**src/rtl/seq_div_32.sv**
```systemverilog
// Signed 32-bit restoring divider: one quotient bit per cycle on operand magnitudes,
// with a sign fix-up cycle. Truncates toward zero; the remainder takes the dividend's sign.
module seq_div_32 #(
   parameter int WIDTH = 32
) (
   input  logic             clk,
   input  logic             rst_n,
   input  logic             start,
   input  logic [WIDTH-1:0] dividend,
   input  logic [WIDTH-1:0] divisor,
   output logic [WIDTH-1:0] quotient,
   output logic [WIDTH-1:0] remainder,
   output logic             busy,
   output logic             done,
   output logic             div_by_zero
);

   localparam int CW = $clog2(WIDTH);

   typedef enum logic [1:0] {IDLE, RUN, FIX, DONE} state_t;

   state_t           state_q, state_d;
   logic [CW-1:0]    cnt_q, cnt_d;
   logic [WIDTH:0]   rem_q, rem_d;    // 33-bit partial remainder
   logic [WIDTH-1:0] dvd_q, dvd_d;    // |dividend|, turns into |quotient| as bits shift in
   logic [WIDTH-1:0] dvs_q, dvs_d;
   logic             qs_q, qs_d, rs_q, rs_d;
   logic [WIDTH-1:0] quo_q, quo_d, rmd_q, rmd_d;
   logic             dbz_q, dbz_d, done_q, done_d;
   logic [WIDTH:0]   sh, diff;

   always_ff @(posedge clk) begin
      if (!rst_n) begin
         state_q <= IDLE;
         cnt_q   <= '0;
         rem_q   <= '0;
         dvd_q   <= '0;
         dvs_q   <= '0;
         qs_q    <= 1'b0;
         rs_q    <= 1'b0;
         quo_q   <= '0;
         rmd_q   <= '0;
         dbz_q   <= 1'b0;
         done_q  <= 1'b0;
      end else begin
         state_q <= state_d;
         cnt_q   <= cnt_d;
         rem_q   <= rem_d;
         dvd_q   <= dvd_d;
         dvs_q   <= dvs_d;
         qs_q    <= qs_d;
         rs_q    <= rs_d;
         quo_q   <= quo_d;
         rmd_q   <= rmd_d;
         dbz_q   <= dbz_d;
         done_q  <= done_d;
      end
   end

   always_comb begin
      state_d = state_q;
      cnt_d   = cnt_q;
      rem_d   = rem_q;
      dvd_d   = dvd_q;
      dvs_d   = dvs_q;
      qs_d    = qs_q;
      rs_d    = rs_q;
      quo_d   = quo_q;
      rmd_d   = rmd_q;
      dbz_d   = dbz_q;
      // done is registered off the DONE state, so the pulse lands one cycle after it
      done_d  = (state_q == DONE);
      sh      = {rem_q[WIDTH-1:0], dvd_q[WIDTH-1]};
      diff    = sh - {1'b0, dvs_q};

      case (state_q)
         IDLE: begin
            if (start) begin
               if (divisor == '0) begin
                  quo_d   = '1;
                  rmd_d   = dividend;
                  dbz_d   = 1'b1;
                  state_d = DONE;
               end else begin
                  dvd_d   = dividend[WIDTH-1] ? -dividend : dividend;
                  dvs_d   = divisor[WIDTH-1]  ? -divisor  : divisor;
                  qs_d    = dividend[WIDTH-1] ^ divisor[WIDTH-1];
                  rs_d    = dividend[WIDTH-1];
                  rem_d   = '0;
                  dbz_d   = 1'b0;
                  cnt_d   = CW'(WIDTH - 1);
                  state_d = RUN;
               end
            end
         end
         RUN: begin
            if (diff[WIDTH]) begin
               rem_d = sh;
               dvd_d = {dvd_q[WIDTH-2:0], 1'b0};
            end else begin
               rem_d = diff;
               dvd_d = {dvd_q[WIDTH-2:0], 1'b1};
            end
            cnt_d = cnt_q - 1'b1;
            if (cnt_q == '0) state_d = FIX;
         end
         FIX: begin
            quo_d   = qs_q ? -dvd_q : dvd_q;
            rmd_d   = rs_q ? -rem_q[WIDTH-1:0] : rem_q[WIDTH-1:0];
            state_d = DONE;
         end
         DONE: state_d = IDLE;
         default: state_d = IDLE;
      endcase
   end

   assign quotient    = quo_q;
   assign remainder   = rmd_q;
   assign busy        = (state_q == RUN) || (state_q == FIX);
   assign done        = done_q;
   assign div_by_zero = dbz_q;

endmodule

```
**config.mk**
```make
export PLATFORM = sky130hd
export DESIGN_NAME = seq_div_32
export DESIGN_NICKNAME = d
export VERILOG_FILES = /design/src/rtl/seq_div_32.sv
export SDC_FILE = /design/constraint.sdc
export NUM_CORES = 1
export LEC_CHECK = 0
export BUFFER_PORTS_ARGS = -buffer_cell sky130_fd_sc_hd__buf_4
export CAP_MARGIN = 0
export CORE_UTILIZATION = 50
export CTS_BUF_LIST = sky130_fd_sc_hd__clkbuf_4 sky130_fd_sc_hd__clkbuf_8
export CTS_CLUSTER_DIAMETER = 40
export DETAILED_ROUTE_END_ITERATION = 7
export GPL_ROUTABILITY_DRIVEN = 0
export PLACE_DENSITY = 0.73
export SYNTH_ARGS = -nofsm -noshare
export SYNTH_HDL_FRONTEND = slang
export SYNTH_SLANG_ARGS = --single-unit
export TNS_END_PERCENT = 20
```
**constraint.sdc**
```tcl
create_clock -name clk -period 3.2 [get_ports clk]
set_input_delay 0.16 -clock clk [delete_from_list [all_inputs] [get_ports clk]]
set_output_delay 0.16 -clock clk [all_outputs]
set_load 0.02 [all_outputs]
```
=== Word-level counts from Yosys, hierarchy flattened ===
Index checks and enable logic that the tools add are counted.

* Add/subtract/negate cells: 6
* Equality and inequality tests: 7
* Mux-type cells: 26
* Bitwise gates (word level): 2
* Reductions and logical operators: 11

{| class="wikitable"
|+ Operators with widths
! operator !! number
|-
| 32-bit two-way mux || 13
|-
| 32-bit case mux with 2 select lines || 4
|-
| 32-bit negator || 4
|-
| 33-bit by 32-bit subtractor with 33-bit output || 1
|-
| 32-bit logical NOT || 1
|-
| 5-bit two-way mux || 2
|-
| 5-bit case mux with 2 select lines || 1
|-
| 3-bit AND reduction || 3
|-
| 2-bit != test (second input constant) || 4
|-
| 2-bit case mux with 4 select lines || 1
|-
| 2-bit two-way mux || 3
|-
| 5-bit logical NOT || 1
|-
| 5-bit by 1-bit subtractor with 5-bit output (second input constant) || 1
|-
| 2-bit == test (second input constant) || 2
|-
| 2-bit AND reduction || 2
|-
| 2-bit nonzero test || 2
|-
| 2-bit by 1-bit == test with 1-bit output (second input constant) || 1
|-
| 2-bit logical NOT || 1
|-
| 1-bit two-way mux || 2
|-
| 1-bit logical OR || 1
|-
| 1-bit inverter || 1
|-
| 1-bit XOR || 1
|}

* Register bits after elaboration: 171
* Input port bits: 67
* Output and inout port bits: 67
* Word-level logic and storage cells: 63

=== Logic depth before layout (Yosys ltp) ===
Gate-level depths: netlist of run 1.

* Word-level depth: 5
* Gate-level depth with buffers: 15
* Depth with buffers taken out: 13

=== Worst setup path after synthesis of run 1 ===
OpenSTA, ideal clock, no wires.

* Kind: register to register
* Start: register dvd_q[31]
* End: register rem_q[15]
* Library setup time: 128 ps
* Arrival: 3,135 ps
* Data required time: 3,072 ps
* Slack: -63 ps
* Cell stages (with the launch flop): 15
* Buffers on the path: 2
* Clock period less this slack: 3,263 ps
* Cell sequence: dfxtp_1 > inv_1 > ha_1 > fa_1 > nand2b_1 > a21oi_1 > o211ai_1 > o21ai_0 > a211oi_1 > o21ai_0 > xor2_1 > buf_2 > clkbuf_1 > mux2i_1 > o21ai_0

* Longest elaborated chain between the ends: 3

{| class="wikitable"
|+ Ends and longest elaborated chain
! what !! RTL line !! RTL
|-
| start, declared || 25 || <nowiki>logic [WIDTH-1:0] dvd_q, dvd_d;</nowiki>
|-
| start signal, assigned || 49 || <nowiki>dvd_q <= dvd_d;</nowiki>
|-
| 33-bit by 32-bit subtractor with 33-bit output || 74 || <nowiki>diff = sh - {1'b0, dvs_q};</nowiki>
|-
| 32-bit two-way mux || 97 || <nowiki>if (diff[WIDTH]) begin</nowiki>
|-
| 32-bit case mux with 2 select lines || 76 || <nowiki>case (state_q)</nowiki>
|-
| end signal, assigned || 48 || <nowiki>rem_q <= rem_d;</nowiki>
|-
| end, declared || 24 || <nowiki>logic [WIDTH:0] rem_q, rem_d;</nowiki>
|}

No other way between the ends.
A chain may end at the register's enable or synchronous reset.

=== Final worst setup path of run 1 ===
* Start: register rem_q[7]
* End: register rmd_q[30], in the netlist remainder[30]

* Longest elaborated chain between the ends: 3

{| class="wikitable"
|+ Ends and longest elaborated chain
! what !! RTL line !! RTL
|-
| 32-bit negator || 109 || <nowiki>rmd_d = rs_q ? -rem_q[WIDTH-1:0] : rem_q[WIDTH-1:0];</nowiki>
|-
| 32-bit two-way mux || 109 ||
|-
| 32-bit case mux with 2 select lines || 76 ||
|-
| end signal, assigned || 54 || <nowiki>rmd_q <= rmd_d;</nowiki>
|-
| end, declared || 28 || <nowiki>logic [WIDTH-1:0] quo_q, quo_d, rmd_q, rmd_d;</nowiki>
|}

No other way between the ends.

==> run_results.csv, run 1 <==
group,metric,value,unit
layout,antenna_cells,0,
floorplanning,floorplan.die.width,153,um
synthesis,share_of_synthesized_flip_flops_with_an_asynchronous_set_or_reset,0,%
clock_network,cts_h_tree_depth,4,
pwr,pwr-share-comb,47.3,%
timing,layout_min_cycle_time,3.02,ns
pwr,power_switching_share,42.3,%
grt,global_route.overflow_total,0,
pwr,vdd.ir_drop.worst,0.337,mV
pwr,power_switching,0.00368,W
layout,final_nets,1659,
setup_path,launching_point_of_the_worst_reg2reg_path,"rem_q[7]",
synthesis,synth_warnings,0,
clock_network,ctsRootBufferMaster,"clkbuf_8",
clock_network,cts_tree,"built",
layout,syn_to_final_growth,16.5,%
timing,timing.clock.skew,0.0159,ns
setup_path,r2r.worst_path.cells,10,
pwr,power.density_cell_area,659,nW/um2
grt,grt_start_max_net_pins,89,
pwr,power.share.clock,18.0,%
routing,drc,9,
synthesis,ys_seq_elements,171,
layout,nFillCells,2024,
timing,setup_violators_final,0,
placed_design,port_buffers,133,
placed_design,postPlaceCellArea,12700,um2
status,status,"finished, violations left",
routing,drt.antenna.violating_nets,0,
synthesis,synth_nets,1540,
layout,finalCoreUtilization,59.9,%
hold_path,hold_path_end,"dvs_q[27]",
clock_network,clkSlewWorstSetupHoldPaths,0.10,ns
timing,clock.fmax,331,MHz
status,failed_checks,"DRC",
floorplanning,die_height,153,um
floorplanning,rows,54,
timing,timing.final.hold_violations,0,
synthesis,mappedNetlistArea,11300,um2
pwr,design_power_total,0.00870,W
run,timing.max_cap.violations,0,
floorplanning,initial_core_utilization,51.4,%
synthesis,ys_seq_area_share,30.2,%
timing,setup-tns-final,0,ns
grt,grt_antenna_before_repair,0,
pwr,cell_internal_pwr,0.00502,W
setup_path,required_time_of_the_critical_path,3.56,ns
synthesis,synth.avg_cell_area,7.93,um2
synthesis,synth_ff_type,"dfxtp_1",
placed_design,post-place-cells,1801,
grt,global_route.usage.total,24.0,%
setup_path,crit-reg2reg-capture,"remainder[30]",
routing,route.final.wire_length,28000,um
pwr,total_leakage_power,5.97,nW
hold_path,holdPathStages,3,
timing,grt_setup_unrepaired,"yes",
timing,relSlewSlack,51.1,%
grt,first_global_vias,9533,
timing,final_period_utilization,94.5,%
setup_path,start_kind,"flip-flop",
floorplanning,placeableCoreArea,22000,um2
clock_network,clock_path_buffers,2,
setup_path,critical_path_class,"flip-flop to flip-flop",
layout,final-instance-count-excl-fill,1841,
timing,actual_transition_at_the_worst_max_transition_pin,0.727,ns
routing,drt-wirelength-per-cell,15.2,um
routing,via_per_inst,5.71,
setup_path,critPathCaptureType,"flip-flop",
layout,multiInputGateArea,7310,um2
synthesis,synthCells,1429,
layout,drive_above_1_share,15.1,%
hold_path,worst_hold_startpoint,"divisor[27]",
timing,drv_slew,0,
routing,vias,10500,
pwr,pwr-share-seq,34.7,%
floorplanning,ios,134,
setup_path,data_arrival_time_of_the_critical_path,3.39,ns
grt,wire_length_of_the_first_global_routing_pass,46500,um
routing,initialDrtViolationCount,787,
floorplanning,design.die.area,23300,um2
setup_path,critPathMaxFanout,8,
layout,seq_area,3420,um2
clock_network,cts_num_sinks,171,
layout,finish.instance_area,13200,um2
routing,drt_pre_antenna_iters,8,
placed_design,detailed_place_hpwl,21000,um
synthesis,synthDistinctLibCells,63,
setup_path,reg2reg_slack,0.18,ns
clock_network,clk_latency,0.47,ns
clock_network,cts-buffers-inserted,17,
synthesis,count_of_flip_flops_with_a_built_in_enable_after_synthesis,0,
hold_path,worst_hold_path_type,"input port to flip-flop",
worst max path at each step:
stage                         start  cells past startpoint       endpoint  slack (ns)
after floorplan           dvd_q[31]                     13      rem_q[10]        0.09
after global placement    dvd_q[31]                     13       rem_q[0]        0.07
after detailed placement  dvd_q[31]                     13      rem_q[25]       -0.01
after CTS                 dvd_q[31]                     13      rem_q[25]        0.07
after global routing       rem_q[8]                     12      rem_q[26]       -0.16
final                      rem_q[7]                     10  remainder[30]        0.18
metrics by stage:
stage | setup slack, ns | hold slack [ns]
after floorplan | 0.0883 | 0.305
after global placement | 0.0741 | 0.452
after detailed placement | -0.0110 | 0.455
after CTS | 0.0674 | 0.00364
after global routing | -0.164 | 0.0182
final | 0.177 | 0.0240
area by class of cell:
class / count / share of cell area [%]
Tap cell: 280 / 2.65
Clock buffer: 22 / 2.15
Clock inverter: 10 / 0.891
Multi-Input combinational cell: 1112 / 55.4
Timing Repair Buffer: 192 / 11.4
Sequential cell: 171 / 26.0
Inverter: 54 / 1.54
logic make-up after synthesis:
family	after synthesis	synth area share, %
buffers and inverters	146	5.64
AND/OR/NAND/NOR	461	18.6
flip-flops	171	30.2
XOR/XNOR	146	11.3
multiplexers	23	2.03
adder cells (fa/ha/maj)	44	4.92
AO/OA/AOI/OAI	438	27.3
flip-flops by register name (all words and copies together) (netlist names):
name / flops
dvd_q: 32
cnt_q: 5
rem_q: 32
quotient: 32
div_by_zero: 1
dvs_q: 32
remainder: 32
rs_q: 1
done: 1
state_q: 2
qs_q: 1
metal layers:
metal,track usage [%],wire length (um),vias to the layer above
met2,40.3,12900,256
met3,2.84,1100,39
met1,32.3,13400,4866
met5,0,0,-
li1,-,-,5345
met4,7.50,548,0
synthesized netlist by cell type (7+ instances only):
cell / instances / area (um2)
nand2_1: 233 / 875
dfxtp_1: 171 / 3420
o21ai_0: 113 / 566
xor2_1: 103 / 902
clkbuf_1: 69 / 259
o211a_1: 68 / 681
nor2_1: 66 / 248
nand3_1: 63 / 315
a21oi_1: 53 / 265
inv_1: 53 / 199
a21boi_0: 46 / 345
ha_1: 43 / 538
xnor2_1: 43 / 377
o211ai_1: 40 / 300
o31ai_1: 34 / 255
mux2i_1: 23 / 230
o41ai_1: 19 / 166
nor3_1: 15 / 75.1
a21o_1: 11 / 82.6
nand2b_1: 11 / 68.8
or3_1: 11 / 68.8
nor2b_1: 10 / 62.6
o21a_1: 9 / 67.6
nor4_1: 8 / 50.1
or4_1: 8 / 60.1
a211oi_1: 7 / 52.6
a22oi_1: 7 / 52.6
buf_2: 7 / 35.0
critical path: stages (launching register included):
cell       delay [ns]
dfxtp_1          0.41
or4_4            0.60
nor3_4           0.17
nand3b_1         0.18
or4_4            0.46
or4_4            0.43
o41ai_2          0.24
xor2_1           0.17
nand2_1          0.07
o2111ai_1        0.10
nand2_1          0.07
power by group through the flow:
| stage | Combinational (W) | Clock, W | Sequential (W) |
|---|---|---|---|
| 4_1_cts | 0.00409 | 0.00160 | 0.00301 |
| 5_1_grt | 0.00455 | 0.00168 | 0.00309 |
| 6_report | 0.00412 | 0.00157 | 0.00302 |
| 3_5_place_dp | 0.00407 | 0 | 0.00306 |
| 3_3_place_gp | 0.00401 | 0 | 0.00304 |
| 2_1_floorplan | 0.00277 | 0 | 0.00314 |
what timing repair did:
| item | in CTS | in global routing |
|---|---|---|
| setup buffers | 0 | 1 |
| endpoints found under the setup margin | 5 | 33 |
| hold buffers | 7 | 0 |
| gates resized for setup | 1 | 5 |
| endpoints found under the hold margin | 7 | 0 |
| pin swaps | 0 | 1 |
placed cells by master (no fill, tap or decap), types with 46 or more instances in the layout:
cell	instances
a21oi_1	53
xor2_1	102
buf_4	181
o21ai_0	110
dfxtp_1	170
nor2_1	64
a21boi_0	46
o211a_1	68
nand2_1	233
nand3_1	63
inv_1	53
Power figures use the tool's default switching activity.
==> run 2: changes to the inputs <==
--- a/config.mk
+++ b/config.mk
@@ -12,7 +12,7 @@
 export CTS_CLUSTER_DIAMETER = 40
 export DETAILED_ROUTE_END_ITERATION = 7
 export GPL_ROUTABILITY_DRIVEN = 0
-export PLACE_DENSITY = 0.73
+export PLACE_DENSITY = 0.7
 export SYNTH_ARGS = -nofsm -noshare
 export SYNTH_HDL_FRONTEND = slang
 export SYNTH_SLANG_ARGS = --single-unit
==> constraint.sdc (replaced) <==
create_clock -name clk -period 3.5 [get_ports clk]
set_input_delay 0.175 -clock clk [delete_from_list [all_inputs] [get_ports clk]]
set_output_delay 0.175 -clock clk [all_outputs]
set_load 0.02 [all_outputs]
==> run 2 against run 1 <==
  * The flow still finishes with violations (DRC)
  * Critical endpoint is now rem_q[10]
  * Via count shrank 0.90%
  * Maximum frequency down 6.6%
  * Sequential share of layout area increased by 0.44 points
  * Die area unchanged
  * Power decreased by 8.6%
==> run_results.csv, run 2 (synthesized netlist as in run 1, its figures left out) <==
group,metric,value,unit
timing,timing.final.hold_violations,0,
layout,drive_above_1_share,13.8,%
timing,timing.clock.skew,0.00938,ns
floorplanning,ios,134,
clock_network,cts-buffers-inserted,17,
grt,global_route.overflow_total,0,
timing,layout_min_cycle_time,3.24,ns
floorplanning,floorplan.die.width,153,um
timing,setup-tns-final,0,ns
setup_path,critPathMaxFanout,26,
clock_network,post_cts_buffers,0,
status,status,"finished, violations left",
timing,drv_slew,0,
setup_path,crit_chain,"inv_1 > ha_1 > fa_1 > nand2b_1 > a21oi_1 > o211ai_1 > o21ai_1 > a211oi_1 > o21ai_1 > xor2_2 > buf_12 > mux2i_1 > o21ai_0",
floorplanning,initial_core_utilization,51.4,%
timing,final_period_utilization,92.5,%
grt,grt_antenna_before_repair,0,
status,failed_checks,"DRC",
routing,via_per_inst,5.74,
routing,drt.antenna.violating_nets,0,
placed_design,detailed_place_hpwl,21000,um
layout,finalCoreUtilization,58.9,%
setup_path,critical_path_class,"flip-flop to flip-flop",
grt,grt_start_max_net_pins,93,
timing,fin_worst_hold_slack,0.0297,ns
grt,first_global_vias,9634,
routing,route.final.wire_length,28200,um
clock_network,cts_num_sinks,171,
timing,relSlewSlack,34.3,%
clock_network,cts_tree,"built",
timing,clock.fmax,309,MHz
routing,drc,12,
floorplanning,placeableCoreArea,22000,um2
routing,drt_pre_antenna_iters,7,
grt,wire_length_of_the_first_global_routing_pass,47600,um
setup_path,crit_path_top_delay_cell,"fa_1",
clock_network,clock_path_buffers,2,
timing,actual_transition_at_the_worst_max_transition_pin,0.982,ns
layout,syn_to_final_growth,14.5,%
layout,finish.instance_area,13000,um2
layout,antenna_cells,0,
setup_path,data_arrival_time_of_the_critical_path,3.58,ns
clock_network,cts_h_tree_depth,4,
hold_path,worst_hold_path_type,"input port to flip-flop",
pwr,power.density_cell_area,613,nW/um2
layout,final_cell_mix,"nand2_1, dfxtp_1, buf_4",
layout,final_nets,1632,
routing,initialDrtViolationCount,646,
pwr,total_leakage_power,5.84,nW
clock_network,ctsRootBufferMaster,"clkbuf_8",
timing,setup_violators_final,0,
placed_design,port_buffers,133,
setup_path,path_common_cell,"o21ai_1",
floorplanning,rows,54,
timing,grt_setup_unrepaired,"no",
floorplanning,die_height,153,um
placed_design,postPlaceCellArea,12500,um2
setup_path,worst_path_dominant_cell_family,"compound AO/OA/AOI/OAI gates",
routing,drt-wirelength-per-cell,15.5,um
layout,layout.cells.most_common,"nand2_1",
run,timing.max_cap.violations,0,
setup_path,critPathMaxStageDelay,0.40,ns
routing,vias,10400,
setup_path,reg2reg_slack,0.26,ns
grt,global_route.usage.total,24.7,%
setup_path,critPathCaptureType,"flip-flop",
clock_network,clkSlewWorstSetupHoldPaths,0.09,ns
pwr,vdd.ir_drop.worst,0.272,mV
setup_path,critPathBufInv,2,
setup_path,required_time_of_the_critical_path,3.84,ns
clock_network,clk_latency,0.46,ns
floorplanning,design.die.area,23300,um2
setup_path,start_kind,"flip-flop",
## run 2: repair_timing
action	CTS	global route
hold buffers	0	0
gates resized for setup	0	2
hold endpoints to repair	0	0
endpoints found under the setup margin	0	31
## run 2: worst paths after layout
path	endpoint	from	cells after the start
worst max-delay path	rem_q[10]	dvd_q[31]	13
worst min-delay path	remainder[28]	dividend[28]	3
worst max register to register	rem_q[10]	dvd_q[31]	13
worst min register to register	remainder[4]	remainder[4]	2
## run 2: final cells by class
class                      instances  area [um2]
clock inverter                    10         141
clock buffer                      21         283
timing repair buffer             165        1280
inverter                          54         203
sequential                       171        3420
fill                            2087        9050
multi-input combinational       1112        7300
tap                              280         350
## run 2: layer usage
metal	GRT usage (%)	vias up	routed length [um]
met5	0	-	0
met3	3.24	39	1310
met1	33.3	4833	13400
met4	7.46	0	488
met2	41.0	253	13000
li1	-	5286	-
## run 2: where the power goes
group	internal, W	total [W]	switching [W]	leakage, nW
clock network	0.000766	0.00150	0.000730	0.200
registers	0.00237	0.00276	0.000390	1.39
logic	0.00147	0.00369	0.00222	4.25
total	0.00461	0.00795	0.00334	5.84
## run 2: worst min-delay path, stage by stage
cell and delay [ns]:
buf_4 0.10, o2111ai_1 0.11, nand2_1 0.07
## run 2: per-stage QoR
step                cells  power, W  setup WS [ns]
global placement     1782   0.00640          0.253
finish               1813   0.00795          0.263
floorplan            1429   0.00540          0.237
CTS                  1813   0.00796         0.0960
global route         1813   0.00856         0.0624
detailed placement   1782   0.00647          0.127
